File: config.mk
export PLATFORM = sky130hd
export DESIGN_NAME = uart_ext
export DESIGN_NICKNAME = d
export VERILOG_FILES = /design/src/rtl/uart_ext_pkg.sv /design/src/rtl/uart_sync_fifo.sv /design/src/rtl/uart_ext.sv
export SDC_FILE = /design/constraint.sdc
export NUM_CORES = 1
export LEC_CHECK = 0
export CORE_MARGIN = 2
export CORE_UTILIZATION = 54
export CTS_CLUSTER_DIAMETER = 200
export CTS_CLUSTER_SIZE = 10
export DETAILED_ROUTE_END_ITERATION = 6
export PLACE_DENSITY_LB_ADDON = 0.25
export SYNTH_ARGS = -nofsm -noshare
export SYNTH_HDL_FRONTEND = slang
export SYNTH_HIERARCHICAL = 1
export SYNTH_SLANG_ARGS = --single-unit
File: constraint.sdc
create_clock -name clk -period 3.61 [get_ports clk]
set_input_delay 0.5415 -clock clk [delete_from_list [all_inputs] [get_ports clk]]
set_output_delay 0.5415 -clock clk [all_outputs]
set_load 0.01 [all_outputs]
File: src/rtl/uart_ext_pkg.sv
// Shared encodings, error bit positions and FSM state types for the uart_ext serial port.
package uart_ext_pkg;

    localparam logic [1:0] PAR_NONE = 2'b00;
    localparam logic [1:0] PAR_EVEN = 2'b01;
    localparam logic [1:0] PAR_ODD  = 2'b10;

    localparam int ERR_OVR = 2;
    localparam int ERR_FRM = 1;
    localparam int ERR_PAR = 0;

    typedef enum logic [2:0] {
        TX_IDLE,
        TX_START,
        TX_DATA,
        TX_PARITY,
        TX_STOP
    } tx_state_t;

    typedef enum logic [2:0] {
        RX_IDLE,
        RX_START,
        RX_DATA,
        RX_PARITY,
        RX_STOP,
        RX_WAIT_HIGH
    } rx_state_t;

    // 2'b11 decodes as "no parity" just like 2'b00.
    function automatic logic parity_on(input logic [1:0] cfg);
        return (cfg == PAR_EVEN) || (cfg == PAR_ODD);
    endfunction

    function automatic logic [15:0] div_clamp(input logic [15:0] div);
        return (div < 16'd2) ? 16'd2 : div;
    endfunction

endpackage

File: src/rtl/uart_sync_fifo.sv
// Count-based ring FIFO with a combinational head; writes when full and reads when empty are ignored.
module uart_sync_fifo #(
    parameter int WIDTH = 8,
    parameter int DEPTH = 16
) (
    input  logic                   clk,
    input  logic                   rst,
    input  logic                   wr,
    input  logic [WIDTH-1:0]       wdata,
    input  logic                   rd,
    output logic [WIDTH-1:0]       rdata,
    output logic                   full,
    output logic                   empty,
    output logic [$clog2(DEPTH):0] level
);

    localparam int AW = $clog2(DEPTH);
    localparam logic [AW:0] FULL_CNT = (AW+1)'(DEPTH);

    logic [WIDTH-1:0] mem [DEPTH];
    logic [AW-1:0]    wr_ptr;
    logic [AW-1:0]    rd_ptr;
    logic [AW:0]      count;
    logic             do_wr;
    logic             do_rd;

    assign full  = (count == FULL_CNT);
    assign empty = (count == '0);
    assign do_wr = wr && !full;
    assign do_rd = rd && !empty;

    always_ff @(posedge clk or negedge rst) begin
        if (!rst) begin
            wr_ptr <= '0;
            rd_ptr <= '0;
            count  <= '0;
        end else begin
            if (do_wr)
                wr_ptr <= wr_ptr + AW'(1);
            if (do_rd)
                rd_ptr <= rd_ptr + AW'(1);
            case ({do_wr, do_rd})
                2'b10:   count <= count + (AW+1)'(1);
                2'b01:   count <= count - (AW+1)'(1);
                default: count <= count;
            endcase
        end
    end

    always_ff @(posedge clk) begin
        if (do_wr)
            mem[wr_ptr] <= wdata;
    end

    assign rdata = mem[rd_ptr];
    assign level = count;

endmodule

File: src/rtl/uart_ext.sv
// Full-duplex UART with runtime frame format, TX/RX FIFOs and per-byte RX error status.
module uart_ext
    import uart_ext_pkg::*;
#(
    parameter int FIFO_DEPTH = 16,
    parameter int DATA_W     = 8
) (
    input  logic                        clk,
    input  logic                        rst,
    input  logic [15:0]                 baud_div,
    input  logic [1:0]                  cfg_parity,
    input  logic                        cfg_stop2,
    input  logic                        tx_wr,
    input  logic [DATA_W-1:0]           tx_data,
    output logic                        tx_full,
    output logic [$clog2(FIFO_DEPTH):0] tx_level,
    output logic                        tx_busy,
    output logic                        tx_pin,
    input  logic                        rx_pin,
    input  logic                        rx_rd,
    output logic                        rx_valid,
    output logic [DATA_W-1:0]           rx_data,
    output logic [2:0]                  rx_err,
    output logic [$clog2(FIFO_DEPTH):0] rx_level
);

    localparam logic [3:0] LAST_BIT = 4'(DATA_W - 1);

    logic [15:0] baud_eff;
    assign baud_eff = div_clamp(baud_div);

    // ---------------- TX ----------------
    tx_state_t         tx_state;
    tx_state_t         tx_state_nxt;
    logic [15:0]       tx_cnt;
    logic [15:0]       tx_div;
    logic [3:0]        tx_bit;
    logic              tx_stop_idx;
    logic [1:0]        tx_par_cfg;
    logic              tx_stop2;
    logic [DATA_W-1:0] tx_shreg;
    logic              tx_par_bit;
    logic              tx_pop;
    logic              tx_empty;
    logic              tx_cnt_zero;
    logic [DATA_W-1:0] tx_head;

    uart_sync_fifo #(.WIDTH(DATA_W), .DEPTH(FIFO_DEPTH)) u_tx_fifo (
        .clk   (clk),
        .rst   (rst),
        .wr    (tx_wr),
        .wdata (tx_data),
        .rd    (tx_pop),
        .rdata (tx_head),
        .full  (tx_full),
        .empty (tx_empty),
        .level (tx_level)
    );

    assign tx_cnt_zero = (tx_cnt == '0);

    always_ff @(posedge clk or negedge rst) begin
        if (!rst)
            tx_state <= TX_IDLE;
        else
            tx_state <= tx_state_nxt;
    end

    always_comb begin
        tx_state_nxt = tx_state;
        case (tx_state)
            TX_IDLE:   if (!tx_empty) tx_state_nxt = TX_START;
            TX_START:  if (tx_cnt_zero) tx_state_nxt = TX_DATA;
            TX_DATA:   if (tx_cnt_zero && tx_bit == LAST_BIT)
                           tx_state_nxt = parity_on(tx_par_cfg) ? TX_PARITY : TX_STOP;
            TX_PARITY: if (tx_cnt_zero) tx_state_nxt = TX_STOP;
            TX_STOP:   if (tx_cnt_zero && (tx_stop_idx || !tx_stop2)) tx_state_nxt = TX_IDLE;
            default:   tx_state_nxt = TX_IDLE;
        endcase
    end

    // tx_pin decodes straight from state so an async reset forces the line idle at once.
    always_comb begin
        tx_pin  = 1'b1;
        tx_pop  = 1'b0;
        tx_busy = (tx_state != TX_IDLE);
        case (tx_state)
            TX_IDLE:   tx_pop = !tx_empty;
            TX_START:  tx_pin = 1'b0;
            TX_DATA:   tx_pin = tx_shreg[0];
            TX_PARITY: tx_pin = tx_par_bit;
            default:   tx_pin = 1'b1;
        endcase
    end

    always_ff @(posedge clk or negedge rst) begin
        if (!rst) begin
            tx_cnt      <= '0;
            tx_div      <= 16'd2;
            tx_bit      <= '0;
            tx_stop_idx <= 1'b0;
            tx_par_cfg  <= PAR_NONE;
            tx_stop2    <= 1'b0;
        end else if (tx_pop) begin
            tx_cnt      <= baud_eff - 16'd1;
            tx_div      <= baud_eff;
            tx_bit      <= '0;
            tx_stop_idx <= 1'b0;
            tx_par_cfg  <= cfg_parity;
            tx_stop2    <= cfg_stop2;
        end else if (tx_state != TX_IDLE) begin
            if (tx_cnt_zero) begin
                tx_cnt <= tx_div - 16'd1;
                if (tx_state == TX_DATA)
                    tx_bit <= tx_bit + 4'd1;
                if (tx_state == TX_STOP)
                    tx_stop_idx <= 1'b1;
            end else begin
                tx_cnt <= tx_cnt - 16'd1;
            end
        end
    end

    always_ff @(posedge clk) begin
        if (tx_pop) begin
            tx_shreg   <= tx_head;
            tx_par_bit <= (^tx_head) ^ (cfg_parity == PAR_ODD);
        end else if (tx_state == TX_DATA && tx_cnt_zero) begin
            tx_shreg <= tx_shreg >> 1;
        end
    end

    // ---------------- RX ----------------
    logic              rx_meta;
    logic              rx_s;
    rx_state_t         rx_state;
    rx_state_t         rx_state_nxt;
    logic [15:0]       rx_cnt;
    logic [15:0]       rx_div;
    logic [3:0]        rx_bit;
    logic              rx_stop_idx;
    logic [1:0]        rx_par_cfg;
    logic              rx_stop2;
    logic [DATA_W-1:0] rx_shreg;
    logic              rx_perr;
    logic              rx_ferr;
    logic              ovr_sticky;
    logic              rx_start;
    logic              rx_push;
    logic              rx_full;
    logic              rx_empty;
    logic              rx_cnt_zero;
    logic              rx_last_stop;
    logic [2:0]        rx_status;
    logic [DATA_W+2:0] rx_head;

    always_ff @(posedge clk or negedge rst) begin
        if (!rst) begin
            rx_meta <= 1'b1;
            rx_s    <= 1'b1;
        end else begin
            rx_meta <= rx_pin;
            rx_s    <= rx_meta;
        end
    end

    assign rx_cnt_zero  = (rx_cnt == '0);
    assign rx_last_stop = rx_stop_idx || !rx_stop2;

    always_ff @(posedge clk or negedge rst) begin
        if (!rst)
            rx_state <= RX_IDLE;
        else
            rx_state <= rx_state_nxt;
    end

    always_comb begin
        rx_state_nxt = rx_state;
        case (rx_state)
            RX_IDLE:      if (!rx_s) rx_state_nxt = RX_START;
            RX_START:     if (rx_cnt_zero) rx_state_nxt = rx_s ? RX_IDLE : RX_DATA;
            RX_DATA:      if (rx_cnt_zero && rx_bit == LAST_BIT)
                              rx_state_nxt = parity_on(rx_par_cfg) ? RX_PARITY : RX_STOP;
            RX_PARITY:    if (rx_cnt_zero) rx_state_nxt = RX_STOP;
            RX_STOP:      if (rx_cnt_zero && rx_last_stop) rx_state_nxt = RX_WAIT_HIGH;
            RX_WAIT_HIGH: if (rx_s) rx_state_nxt = RX_IDLE;
            default:      rx_state_nxt = RX_IDLE;
        endcase
    end

    always_comb begin
        rx_start = (rx_state == RX_IDLE) && !rx_s;
        rx_push  = (rx_state == RX_STOP) && rx_cnt_zero && rx_last_stop;
    end

    // The final stop sample is folded in directly so the entry is pushed on that same edge.
    always_comb begin
        rx_status          = '0;
        rx_status[ERR_OVR] = ovr_sticky;
        rx_status[ERR_FRM] = rx_ferr | ~rx_s;
        rx_status[ERR_PAR] = rx_perr;
    end

    always_ff @(posedge clk or negedge rst) begin
        if (!rst) begin
            rx_cnt      <= '0;
            rx_div      <= 16'd2;
            rx_bit      <= '0;
            rx_stop_idx <= 1'b0;
            rx_par_cfg  <= PAR_NONE;
            rx_stop2    <= 1'b0;
            rx_perr     <= 1'b0;
            rx_ferr     <= 1'b0;
        end else if (rx_start) begin
            rx_cnt      <= (baud_eff >> 1) - 16'd1;
            rx_div      <= baud_eff;
            rx_bit      <= '0;
            rx_stop_idx <= 1'b0;
            rx_par_cfg  <= cfg_parity;
            rx_stop2    <= cfg_stop2;
            rx_perr     <= 1'b0;
            rx_ferr     <= 1'b0;
        end else if (rx_state != RX_IDLE && rx_state != RX_WAIT_HIGH) begin
            if (rx_cnt_zero) begin
                rx_cnt <= rx_div - 16'd1;
                if (rx_state == RX_DATA)
                    rx_bit <= rx_bit + 4'd1;
                if (rx_state == RX_PARITY)
                    rx_perr <= rx_s ^ (^rx_shreg) ^ (rx_par_cfg == PAR_ODD);
                if (rx_state == RX_STOP) begin
                    rx_ferr     <= rx_ferr | ~rx_s;
                    rx_stop_idx <= 1'b1;
                end
            end else begin
                rx_cnt <= rx_cnt - 16'd1;
            end
        end
    end

    always_ff @(posedge clk) begin
        if (rx_state == RX_DATA && rx_cnt_zero)
            rx_shreg <= {rx_s, rx_shreg[DATA_W-1:1]};
    end

    // Fullness is judged before any same-cycle pop, so a full FIFO always drops the frame.
    always_ff @(posedge clk or negedge rst) begin
        if (!rst)
            ovr_sticky <= 1'b0;
        else if (rx_push)
            ovr_sticky <= rx_full;
    end

    uart_sync_fifo #(.WIDTH(DATA_W + 3), .DEPTH(FIFO_DEPTH)) u_rx_fifo (
        .clk   (clk),
        .rst   (rst),
        .wr    (rx_push),
        .wdata ({rx_status, rx_shreg}),
        .rd    (rx_rd),
        .rdata (rx_head),
        .full  (rx_full),
        .empty (rx_empty),
        .level (rx_level)
    );

    assign rx_valid = !rx_empty;
    assign rx_data  = rx_head[DATA_W-1:0];
    assign rx_err   = rx_head[DATA_W+2:DATA_W];

endmodule

# Yosys cells after proc, flatten, opt, wreduce, memory -nomap -nowiden
# Memory sizes are Yosys's and may differ from the RTL's.
# Index checks and enable logic that the tools add are counted.
# Widths: inputs -> output; s select.
dict set report word_totals {
  reg_bits 134
  ram_bits 304
  input_bits 32
  out_inout_bits 25
  word_cells 197
  memories 2
}
# name words width rd rd_ports_with_merged_regs wr line
set mem_list {}
lappend mem_list {u_rx_fifo.mem 16 11 1 0 1 uart_sync_fifo.sv:20} ;# logic [WIDTH-1:0] mem [DEPTH];
lappend mem_list {u_tx_fifo.mem 16 8 1 0 1 uart_sync_fifo.sv:20}
dict set report classes {
  add_sub_neg 16
  order_cmp 1
  eq_ne 34
  mux 57
  bitwise_logic 5
  reduce_logical 54
}
# operator n
set op_table {}
lappend op_table {{$mux 16} 7}
lappend op_table {{$sub 16x1->16 const B} 5}
lappend op_table {{$mux 3} 13}
lappend op_table {{$logic_not 16->1} 2}
lappend op_table {{$mux 4} 8}
lappend op_table {{$add 4x1->4 const B} 6}
lappend op_table {{$reduce_bool 2->1} 12}
lappend op_table {{$ne 2x2->1 const B} 11}
lappend op_table {{$mux 1} 21}
lappend op_table {{$pmux 5 s2} 2}
lappend op_table {{$pmux 3 s6} 1}
lappend op_table {{$lt 16x2->1 const B} 1}
lappend op_table {{$mux 8} 2}
lappend op_table {{$reduce_xor 8->1} 2}
lappend op_table {{$sub 15x1->16 const B} 1}
lappend op_table {{$pmux 3 s5} 1}
lappend op_table {{$reduce_and 3->1} 5}
lappend op_table {{$logic_and 1x1->1} 14}
lappend op_table {{$eq 3x2->1 const B} 4}
lappend op_table {{$add 5x1->5 const B} 2}
lappend op_table {{$eq 2x2->1 const B} 5}
lappend op_table {{$eq 5x5->1 const B} 2}
lappend op_table {{$logic_not 5->1} 2}
lappend op_table {{$sub 5x1->5 const B} 2}
lappend op_table {{other kinds (16)} 36}

# Depth between registers and ports, before layout
# Gate-level depths: netlist of the first run.
dict set report depth {
  ltp_word 7
  depth_mapped 18
  depth_no_buf 14
}

# Modules after synthesis
# The synthesis of the first run kept the hierarchy.
# mod instances cells_each area_each_um2 seq_area_each_um2
set modules_own_cells {}
lappend modules_own_cells {{uart_sync_fifo at u_rx_fifo} 1 421 7664.9 5610.4}
lappend modules_own_cells {uart_ext 1 667 5894.4 2792.7}
lappend modules_own_cells {{uart_sync_fifo at u_tx_fifo} 1 332 5779.3 4169.0}

# Worst setup path before layout of the first run
# Ideal clock, no wire load.
dict set report synth_timing {
  path_kind {register to register}
  from {register u_tx_fifo.count[0], in the netlist u_tx_fifo/level[0]}
  to {register u_tx_fifo.count[4], in the netlist u_tx_fifo/level[4]}
  setup_ns 0.126
  arrival_ns 3.870
  required_time_ns 3.484
  setup_slack_ns -0.386
  stages_incl_launch_ff 19
  n_path_buf 5
  synth_period_minus_slack_ns 3.996
  path_cell_list {dfrtp_1 > nor4_2 > and2b_1 > or4_4 > clkinv_1 > buf_2 > buf_2 > buf_2 > buf_1 > nor2b_1 > buf_2 > ha_1 > inv_1 > fa_1 > nor2b_1 > o21ai_0 > nand3_1 > or3b_1 > xnor2_1}
}
dict set report synth_via {
  elab_chain_cells 6
  elab_cells_between_ends 13
}
# item line
set synth_rtl {}
lappend synth_rtl {{start, declared} uart_sync_fifo.sv:23} ;# logic [AW:0] count;
lappend synth_rtl {{start signal, assigned} uart_sync_fifo.sv:43} ;# 2'b10: count <= count + (AW+1)'(1);
lappend synth_rtl {{start signal, assigned} uart_sync_fifo.sv:44} ;# 2'b01: count <= count - (AW+1)'(1);
lappend synth_rtl {{start signal, assigned} uart_sync_fifo.sv:45} ;# default: count <= count;
lappend synth_rtl {{$logic_not 5->1 *} uart_sync_fifo.sv:28} ;# assign empty = (count == '0);
lappend synth_rtl {{via tx_empty} uart_ext.sv:44} ;# logic tx_empty;
lappend synth_rtl {{$logic_not 1->1 *} uart_ext.sv:88} ;# TX_IDLE: tx_pop = !tx_empty;
lappend synth_rtl {{$mux 1 *} uart_ext.sv:87} ;# case (tx_state)
lappend synth_rtl {{via tx_pop} uart_ext.sv:43} ;# logic tx_pop;
lappend synth_rtl {{$logic_and 1x1->1 *} uart_sync_fifo.sv:30} ;# assign do_rd = rd && !empty;
lappend synth_rtl {{via u_tx_fifo.do_rd} uart_sync_fifo.sv:25} ;# logic do_rd;
lappend synth_rtl {{$eq 2x1->1 or $eq 2x2->1 (tied branches)} uart_sync_fifo.sv:42} ;# case ({do_wr, do_rd})
lappend synth_rtl {{$pmux 5 s2 or $reduce_bool 2->1 (tied branches)} -}
# The timed path passes the listed nets; every way through them passes the cells marked *.
# A chain may end at the register's enable or synchronous reset.

# Worst setup path after layout of the first run
dict set report layout_timing {
  from {register u_rx_fifo.rd_ptr[2]}
  to {output rx_err[0]}
}
dict set report layout_via {
  elab_chain_cells 1
}
# item line
set layout_rtl {}
lappend layout_rtl {{start, declared} uart_sync_fifo.sv:22} ;# logic [AW-1:0] rd_ptr;
lappend layout_rtl {{start signal, assigned} uart_sync_fifo.sv:41} ;# rd_ptr <= rd_ptr + AW'(1);
lappend layout_rtl {{$mem_v2 16x11} -}
lappend layout_rtl {{end, declared} uart_ext.sv:23} ;# output logic [2:0] rx_err,
# Every way passes these cells.

==> flow_summary_export.csv, run 1 <==
group,metric,value,unit
outcome,status,"finished clean",
die,ios,57,
grt,grt_start_max_net_pins,58,
layout,syn_to_final_growth,14.1,%
synth,yosysWarnings,6,
timing,rsz0062_at_grt,"no",
worst_setup_path,cp_top_family,"buffers and inverters",
synth,yosys.area_share.adder,1.70,%
layout,finalNonFillerCells,2012,
clock_network,insertion_delay,0.57,ns
clock_network,clockBufferDepth,3,
drt,vias,11700,
die,row_count,69,
timing,fin_tns_setup,0,ns
synth,synth-edff-count,321,
timing,final_max_slew_viol_count,0,
drt,routed_wl,40800,um
synth,syn-instance-count,1420,
worst_setup_path,slowest_delay,0.69,ns
clock_network,htree_num_levels,2,
worst_setup_path,crit_slowest_cell,"dfrtp_1",
timing,setup-violations-final,0,
synth,ys_types,77,
clock_network,numCtsBuffers,49,
drt,drt-initial-drc-count,883,
synth,netlist_area,19300,sq um
drt,first_pass_iters,7,
timing,setup_ws,0.173,ns
drt,detail-route-antenna-nets,0,
placed_design,place.gp.congestion,0.843,
synth,ys_ff_latch,438,
die,dieArea,37300,sq um
synth,synthTopCellsByCount,"edfxtp_1 (321), nand2_1 (232), dfrtp_1 (113)",
synth,synth_nets,1477,
worst_setup_path,cp_cell_sequence,"nor2b_4 > buf_4 > a221oi_2 > a22oi_1 > nand2_1 > clkdlybuf4s50_1",
clock_network,cts.sinks,438,
synth,yosysSeqAreaShare,65.0,%
timing,worst_clock_skew,0.0261,ns
synth,yosys.area_share.simple,9.57,%
clock_network,clock_tree.root_cell,"clkbuf_16",
worst_setup_path,critical_path_buf_inv_count,2,
timing,fmax,0.291,GHz
synth,syn_avg_cell_area,13.6,sq um
placed_design,dp.cells,1922,
synth,yosys_most_used_dff,"edfxtp_1",
synth,synth.top_cell.area_share,49.8,%
layout,final_cell_area,22100,sq um
layout,final_nets,1569,
drt,wl_per_cell,20.3,um
synth,synth_xor_xnor_area_share,2.90,%
die,initial_core_util,54.6,%
grt,grt_overflow,0,
pwr,leakagePower,0.00818,uW
worst_setup_path,crit_required,3.07,ns
timing,timing.final.crit_share,95.2,%
drt,drc,0,
drt,vias_per_cell,5.81,
flow_run,cap_violations,0,
synth,synth_compound_area_share,8.81,%
worst_setup_path,cp_data_arrival_time,2.90,ns
clock_network,ctsHoldBuffers,0,
worst_setup_path,cp_max_fo,15,
timing,max-slew-margin-rel,28.2,%
worst_setup_path,r2r_setup_slack,0.24,ns
worst_setup_path,r2r_start,"rx_cnt[15]$_DFFE_PN0P_",
synth,ys_top_cells_by_area,"edfxtp_1 (50%), dfrtp_1 (15%), nand2_1 (4.5%)",
synth,yosys.area.top_type,"edfxtp_1",
layout,drive_above_1_share,14.3,%
timing,period_minus_slack,3.44,ns
pwr,p_per_area,631,nW/um^2
timing,worstMarginPinSlew,1.08,ns
timing,finalHoldViolCount,0,
clock_network,cts_setup_buffers,0,
worst_setup_path,endpoint_kind,"primary output",
grt,antenna_found_initial,0,
pwr,ir_worst_vdd,434,uV
placed_design,dp_hpwl,27100,um
placed_design,placed_area,20600,sq um
placed_design,placement.io_buffers,56,
layout,nFillCells,2705,
layout,antennaDiodeCount,0,
worst_setup_path,r2r_cells,14,
synth,async_reset_ff_share,26.7,%
grt,grt_pass1_wl,65600,um
synth,yosysMostFrequentCell,"edfxtp_1",
placed_design,dp_slack,0.0447,ns
worst_setup_path,path_class,"flip-flop to primary output",
clock_network,clk_pin_slew_worst_paths,0.06,ns
synth,synth_top_family_by_area,"simple AND/OR/NAND/NOR gates",
grt,grt_pass1_vias,11800,
worst_setup_path,worstReg2RegEnd,"u_rx_fifo/level[4]$_DFFE_PN0P_",
worst_setup_path,cp-start-kind,"flip-flop",
grt,grtUsageTotal,22.0,%
clock_network,cts_resized,1,
worst_hold_path,worst_hold_path_type,"input port to asynchronous set/reset pin",
die,coreArea,35400,sq um
synth,synthMuxAreaShare,9.08,%
die,die_h,193,um
die,fp.dieW,193,um
clock_network,tritoncts,"yes",
-- flip-flops by register name, indices dropped and copies added (netlist names), 5 cells and up --
register / flops
tx_div: 16
tx_shreg: 8
u_tx_fifo/mem: 128
rx_shreg: 8
tx_cnt: 16
rx_cnt: 16
u_rx_fifo/level: 5
u_tx_fifo/level: 5
u_rx_fifo/mem: 176
rx_div: 16
-- cells by family after synthesis --
logic type / count (synthesis)
mux: 124
fa+ha+maj: 25
simple gates: 403
xor+xnor: 64
compound gates: 261
buf+inv: 105
flops: 438
-- power breakdown --
group	internal [uW]	switching, uW	total, uW	leakage [uW]
Combinational	1530	1640	3180	0.00319
Sequential	5800	446	6240	0.00431
Clock	2620	1890	4510	0.000684
-- layout by cell type (no fill, tap or decap), types with 5 or more instances in the layout --
| cell | count |
|---|---|
| nand2b_1 | 7 |
| mux2_2 | 12 |
| a22oi_1 | 19 |
| o211ai_1 | 5 |
| nor3_1 | 21 |
| dfrtp_1 | 110 |
| clkdlybuf4s50_1 | 55 |
| clkbuf_1 | 37 |
| ha_1 | 22 |
| o21a_1 | 6 |
| a21o_1 | 5 |
| xnor2_1 | 48 |
| a21oi_1 | 57 |
| buf_4 | 58 |
| inv_1 | 26 |
| o211ai_2 | 6 |
| a221oi_1 | 10 |
| a22o_1 | 6 |
| nor2b_1 | 7 |
| clkbuf_16 | 50 |
| edfxtp_1 | 321 |
| nand4_1 | 6 |
| a211o_1 | 5 |
| nor2_1 | 61 |
| xor2_1 | 16 |
| mux2i_1 | 60 |
| buf_12 | 6 |
| nand2_2 | 5 |
| nand3_1 | 14 |
| o21ai_1 | 20 |
| mux2_1 | 12 |
| nor4_2 | 8 |
| nor4_1 | 5 |
| nand2_1 | 232 |
| a221oi_2 | 9 |
| and2_1 | 5 |
| mux4_2 | 38 |
| o21ai_0 | 90 |
-- layer usage --
metal	GRT usage, %	share of wire [%]	up-vias
met5	0	0	-
met4	6.22	2.3	0
met3	3.07	4.7	67
met2	37.4	50	327
met1	29.9	43	5852
li1	-	-	5450
-- area by class of cell --
type	count	area (sq um)	area share, %
flip-flops and latches	438	12600	57.0
multi-input cells	877	6250	28.4
clock buffers	88	1400	6.36
repair buffers	119	1110	5.01
well taps	461	577	2.61
inverters	27	106	0.482
clock inverters	2	36.3	0.164
-- worst max path at each step --
stage / startpoint / end / slack, ns / cells after the start
after CTS: u_rx_fifo/rd_ptr[2]$_DFFE_PN0P_ / rx_err[2] / 0.05 / 6
after detailed placement: baud_div[15] / rx_cnt[14]$_DFFE_PN0P_ / 0.04 / 12
after floorplan: u_tx_fifo/level[1]$_DFFE_PN0P_ / u_tx_fifo/level[4]$_DFFE_PN0P_ / 0.002 / 18
after global routing: rx_cnt[15]$_DFFE_PN0P_ / u_rx_fifo/level[4]$_DFFE_PN0P_ / 0.007 / 14
final: u_rx_fifo/rd_ptr[2]$_DFFE_PN0P_ / rx_err[0] / 0.17 / 6
after global placement: baud_div[15] / rx_cnt[14]$_DFFE_PN0P_ / 0.13 / 12
-- through the flow --
| stage | hold slack [ns] | util (%) | power, uW |
|---|---|---|---|
| finish | 0.0802 | 62.3 | 13900 |
| global route | 0.137 | 62.3 | 14600 |
| CTS | 0.104 | 62.2 | 14000 |
| detailed placement | 0.353 | 58.1 | 9490 |
| global placement | 0.348 | 58.1 | 9400 |
| floorplan | 0.246 | - | 8380 |
-- worst reg2reg max path: stages, from the launching register on --
cell	delay, ns
dfrtp_1	0.40
nor4_2	0.32
buf_4	0.17
nand4_1	0.12
nor3_1	0.24
and3_1	0.30
and2_1	0.17
inv_1	0.05
ha_1	0.24
ha_1	0.33
nor2b_1	0.15
o21ai_1	0.18
a21oi_1	0.09
or3b_1	0.36
xnor2_1	0.13
(Power assumes the default switching activity.)
==> run 2: changes to the inputs <==
--- a/config.mk
+++ b/config.mk
@@ -5,6 +5,7 @@
 export SDC_FILE = /design/constraint.sdc
 export NUM_CORES = 1
 export LEC_CHECK = 0
+export CAP_MARGIN = 20
 export CORE_MARGIN = 2
 export CORE_UTILIZATION = 54
 export CTS_CLUSTER_DIAMETER = 200
==> results of run 2 <==
Final layout, timing and power as in run 1 (identical DEF).
==> run 3: changes to the inputs <==
==> constraint.sdc (replaced) <==
create_clock -name clk -period 3.61 [get_ports clk]
set_input_delay 0.722 -clock clk [delete_from_list [all_inputs] [get_ports clk]]
set_output_delay 0.722 -clock clk [all_outputs]
set_load 0.01 [all_outputs]
==> run 3 against run 2 <==
Via count fell by 1.7%. First-iteration DRC count fell by 23%. Wire length fell by 3.4%. Clock-buffer cell count did not move. Total power fell by 0.29%. Sequential power fell by 0.8%. Clock power fell by 1%.
==> flow_summary_export.csv, run 3 (same netlist as run 1, synthesis figures left out) <==
group,metric,value,unit
outcome,status,"finished clean",
grt,grt_start_max_net_pins,71,
grt,grt_pass1_wl,63300,um
worst_setup_path,crit_required,2.89,ns
grt,antenna_found_initial,0,
drt,routed_wl,39400,um
worst_hold_path,worst_hold_path_type,"flip-flop to flip-flop",
timing,finalHoldViolCount,0,
placed_design,placement.io_buffers,56,
placed_design,dp_hpwl,26400,um
clock_network,cts.sinks,438,
layout,largest-register,"u_rx_fifo/mem",
layout,final_core_util,62.8,%
drt,vias_per_cell,5.64,
drt,drt-initial-drc-count,684,
layout,syn_to_final_growth,14.9,%
die,row_count,69,
clock_network,htree_num_levels,2,
drt,wl_per_cell,19.3,um
worst_setup_path,slowest_delay,0.55,ns
pwr,p_total,13900,uW
drt,detail-route-antenna-nets,0,
pwr,p_per_area,625,nW/um^2
flow_run,cap_violations,0,
worst_setup_path,critical_path_buf_inv_count,3,
grt,grt_pass1_vias,11500,
worst_setup_path,path_common_cell,"buf_4",
worst_setup_path,cp_max_fo,13,
layout,final_cell_mix,"edfxtp_1 (321), nand2_1 (232), dfrtp_1 (109)",
timing,setup-violations-final,0,
worst_setup_path,path_class,"flip-flop to primary output",
die,fp.dieW,193,um
worst_hold_path,worstHoldStart,"rx_meta$_DFF_PN1_",
die,initial_core_util,54.6,%
grt,grt_overflow,0,
worst_setup_path,endpoint_kind,"primary output",
grt,grtUsageTotal,21.3,%
worst_setup_path,startpoint,"u_rx_fifo/rd_ptr[2]$_DFFE_PN0P_",
layout,largest_register_ffs,176,
worst_setup_path,cp_top_family,"buffers and inverters",
clock_network,clockBufferDepth,3,
layout,top_regs,"u_rx_fifo/mem x176, u_tx_fifo/mem x128",
clock_network,clk_pin_slew_worst_paths,0.06,ns
worst_setup_path,cp_cell_sequence,"buf_4 > and2_1 > buf_4 > a221oi_1 > a22oi_1 > nand2_1 > clkdlybuf4s50_1",
pwr,ir_worst_vdd,554,uV
placed_design,placed_area,20700,sq um
layout,final_common_cell,"edfxtp_1",
clock_network,insertion_delay,0.56,ns
layout,final_cell_area,22200,sq um
die,die_h,193,um
clock_network,numCtsBuffers,49,
clock_network,clock_tree.root_cell,"clkbuf_16",
die,dieArea,37300,sq um
layout,antennaDiodeCount,0,
clock_network,tritoncts,"yes",
die,ios,57,
drt,first_pass_iters,5,
die,coreArea,35400,sq um
timing,timing.final.crit_share,96.0,%
worst_setup_path,cp_data_arrival_time,2.74,ns
worst_setup_path,crit_slowest_cell,"clkdlybuf4s50_1",
timing,period_minus_slack,3.47,ns
placed_design,place.gp.congestion,0.847,
layout,final_nets,1595,
timing,fmax,0.289,GHz
worst_setup_path,cp-start-kind,"flip-flop",
timing,final_max_slew_viol_count,0,
timing,worst_clock_skew,0.0262,ns
drt,vias,11500,
timing,worstMarginPinSlew,0.779,ns
timing,fin_tns_setup,0,ns
worst_setup_path,r2r_start,"rx_cnt[15]$_DFFE_PN0P_",
timing,rsz0062_at_grt,"no",
drt,drc,0,
layout,drive_above_1_share,15.5,%
timing,max-slew-margin-rel,47.9,%
pwr,leakagePower,0.00830,uW
run 3: changes by cell type in the layout (fill, tap and decap cells not counted), sizes merged:
cell / previous run / this run
buf: 64 / 89
clkinv: 2 / 1
dlygate4sd3: 0 / 1
inv: 27 / 28
run 3: per-stage QoR:
step / worst slack, ns / cells / hold WS (ns)
2_1_floorplan: 0.00190 / 1420 / 0.345
3_3_place_gp: 0.0237 / 1939 / 0.350
3_5_place_dp: -0.0482 / 1939 / 0.351
4_1_cts: 0.0240 / 2030 / 0.359
5_1_grt: 0.00682 / 2038 / 0.361
6_report: 0.145 / 2038 / 0.360
run 3: where the power goes:
group          switching (uW)  total, uW  leakage (uW)  internal, uW
clock                    1870       4450      0.000675          2580
combinational            1680       3250       0.00331          1570
sequential                393       6190       0.00431          5800
total                    3940      13900       0.00830          9950
run 3: routing by layer:
metal	share of wire (%)	global-route usage, %
met5	0	0
met4	2.1	5.94
met3	3.9	2.88
met2	51	36.1
met1	43	29.2
run 3: final timing paths:
kind / endpoint / slack, ns / cells past startpoint
setup / recovery: rx_err[2] / 0.14 / 7
hold / removal: rx_s$_DFF_PN1_ / 0.36 / 0
setup reg to reg: u_rx_fifo/level[4]$_DFFE_PN0P_ / 0.26 / 14
hold reg to reg: rx_s$_DFF_PN1_ / 0.36 / 0
max in group asynchronous: u_tx_fifo/level[0]$_DFFE_PN0P_ / 2.11 / 4
min in group asynchronous: rx_cnt[13]$_DFFE_PN0P_ / 0.52 / 2
run 3: area by class of cell:
class / instances / area [sq um]
Fill cell: 2669 / 13200
Timing Repair Buffer: 145 / 1320
Clock inverter: 2 / 40.0
Multi-Input combinational cell: 877 / 6220
Inverter: 27 / 106
Clock buffer: 88 / 1380
Tap cell: 461 / 577
Sequential cell: 438 / 12600
run 3: worst register-to-register path, delay by kind of cell (launching register included):
kind                       cells  cell delay [ns]
AOI/OAI and AO/OA              2             0.23
xor gates and xnor gates       1             0.13
adders and majority gates      2             0.56
buffers and inverters          2             0.23
DFF                            1             0.41
and+or+nand+nor                7             1.65
run 3: what timing repair did:
item	CTS	global route
hold buffers	0	1
endpoints found under the setup margin	10	7
setup buffers	1	6
gates resized for setup	0	3
endpoints found under the hold margin	0	4
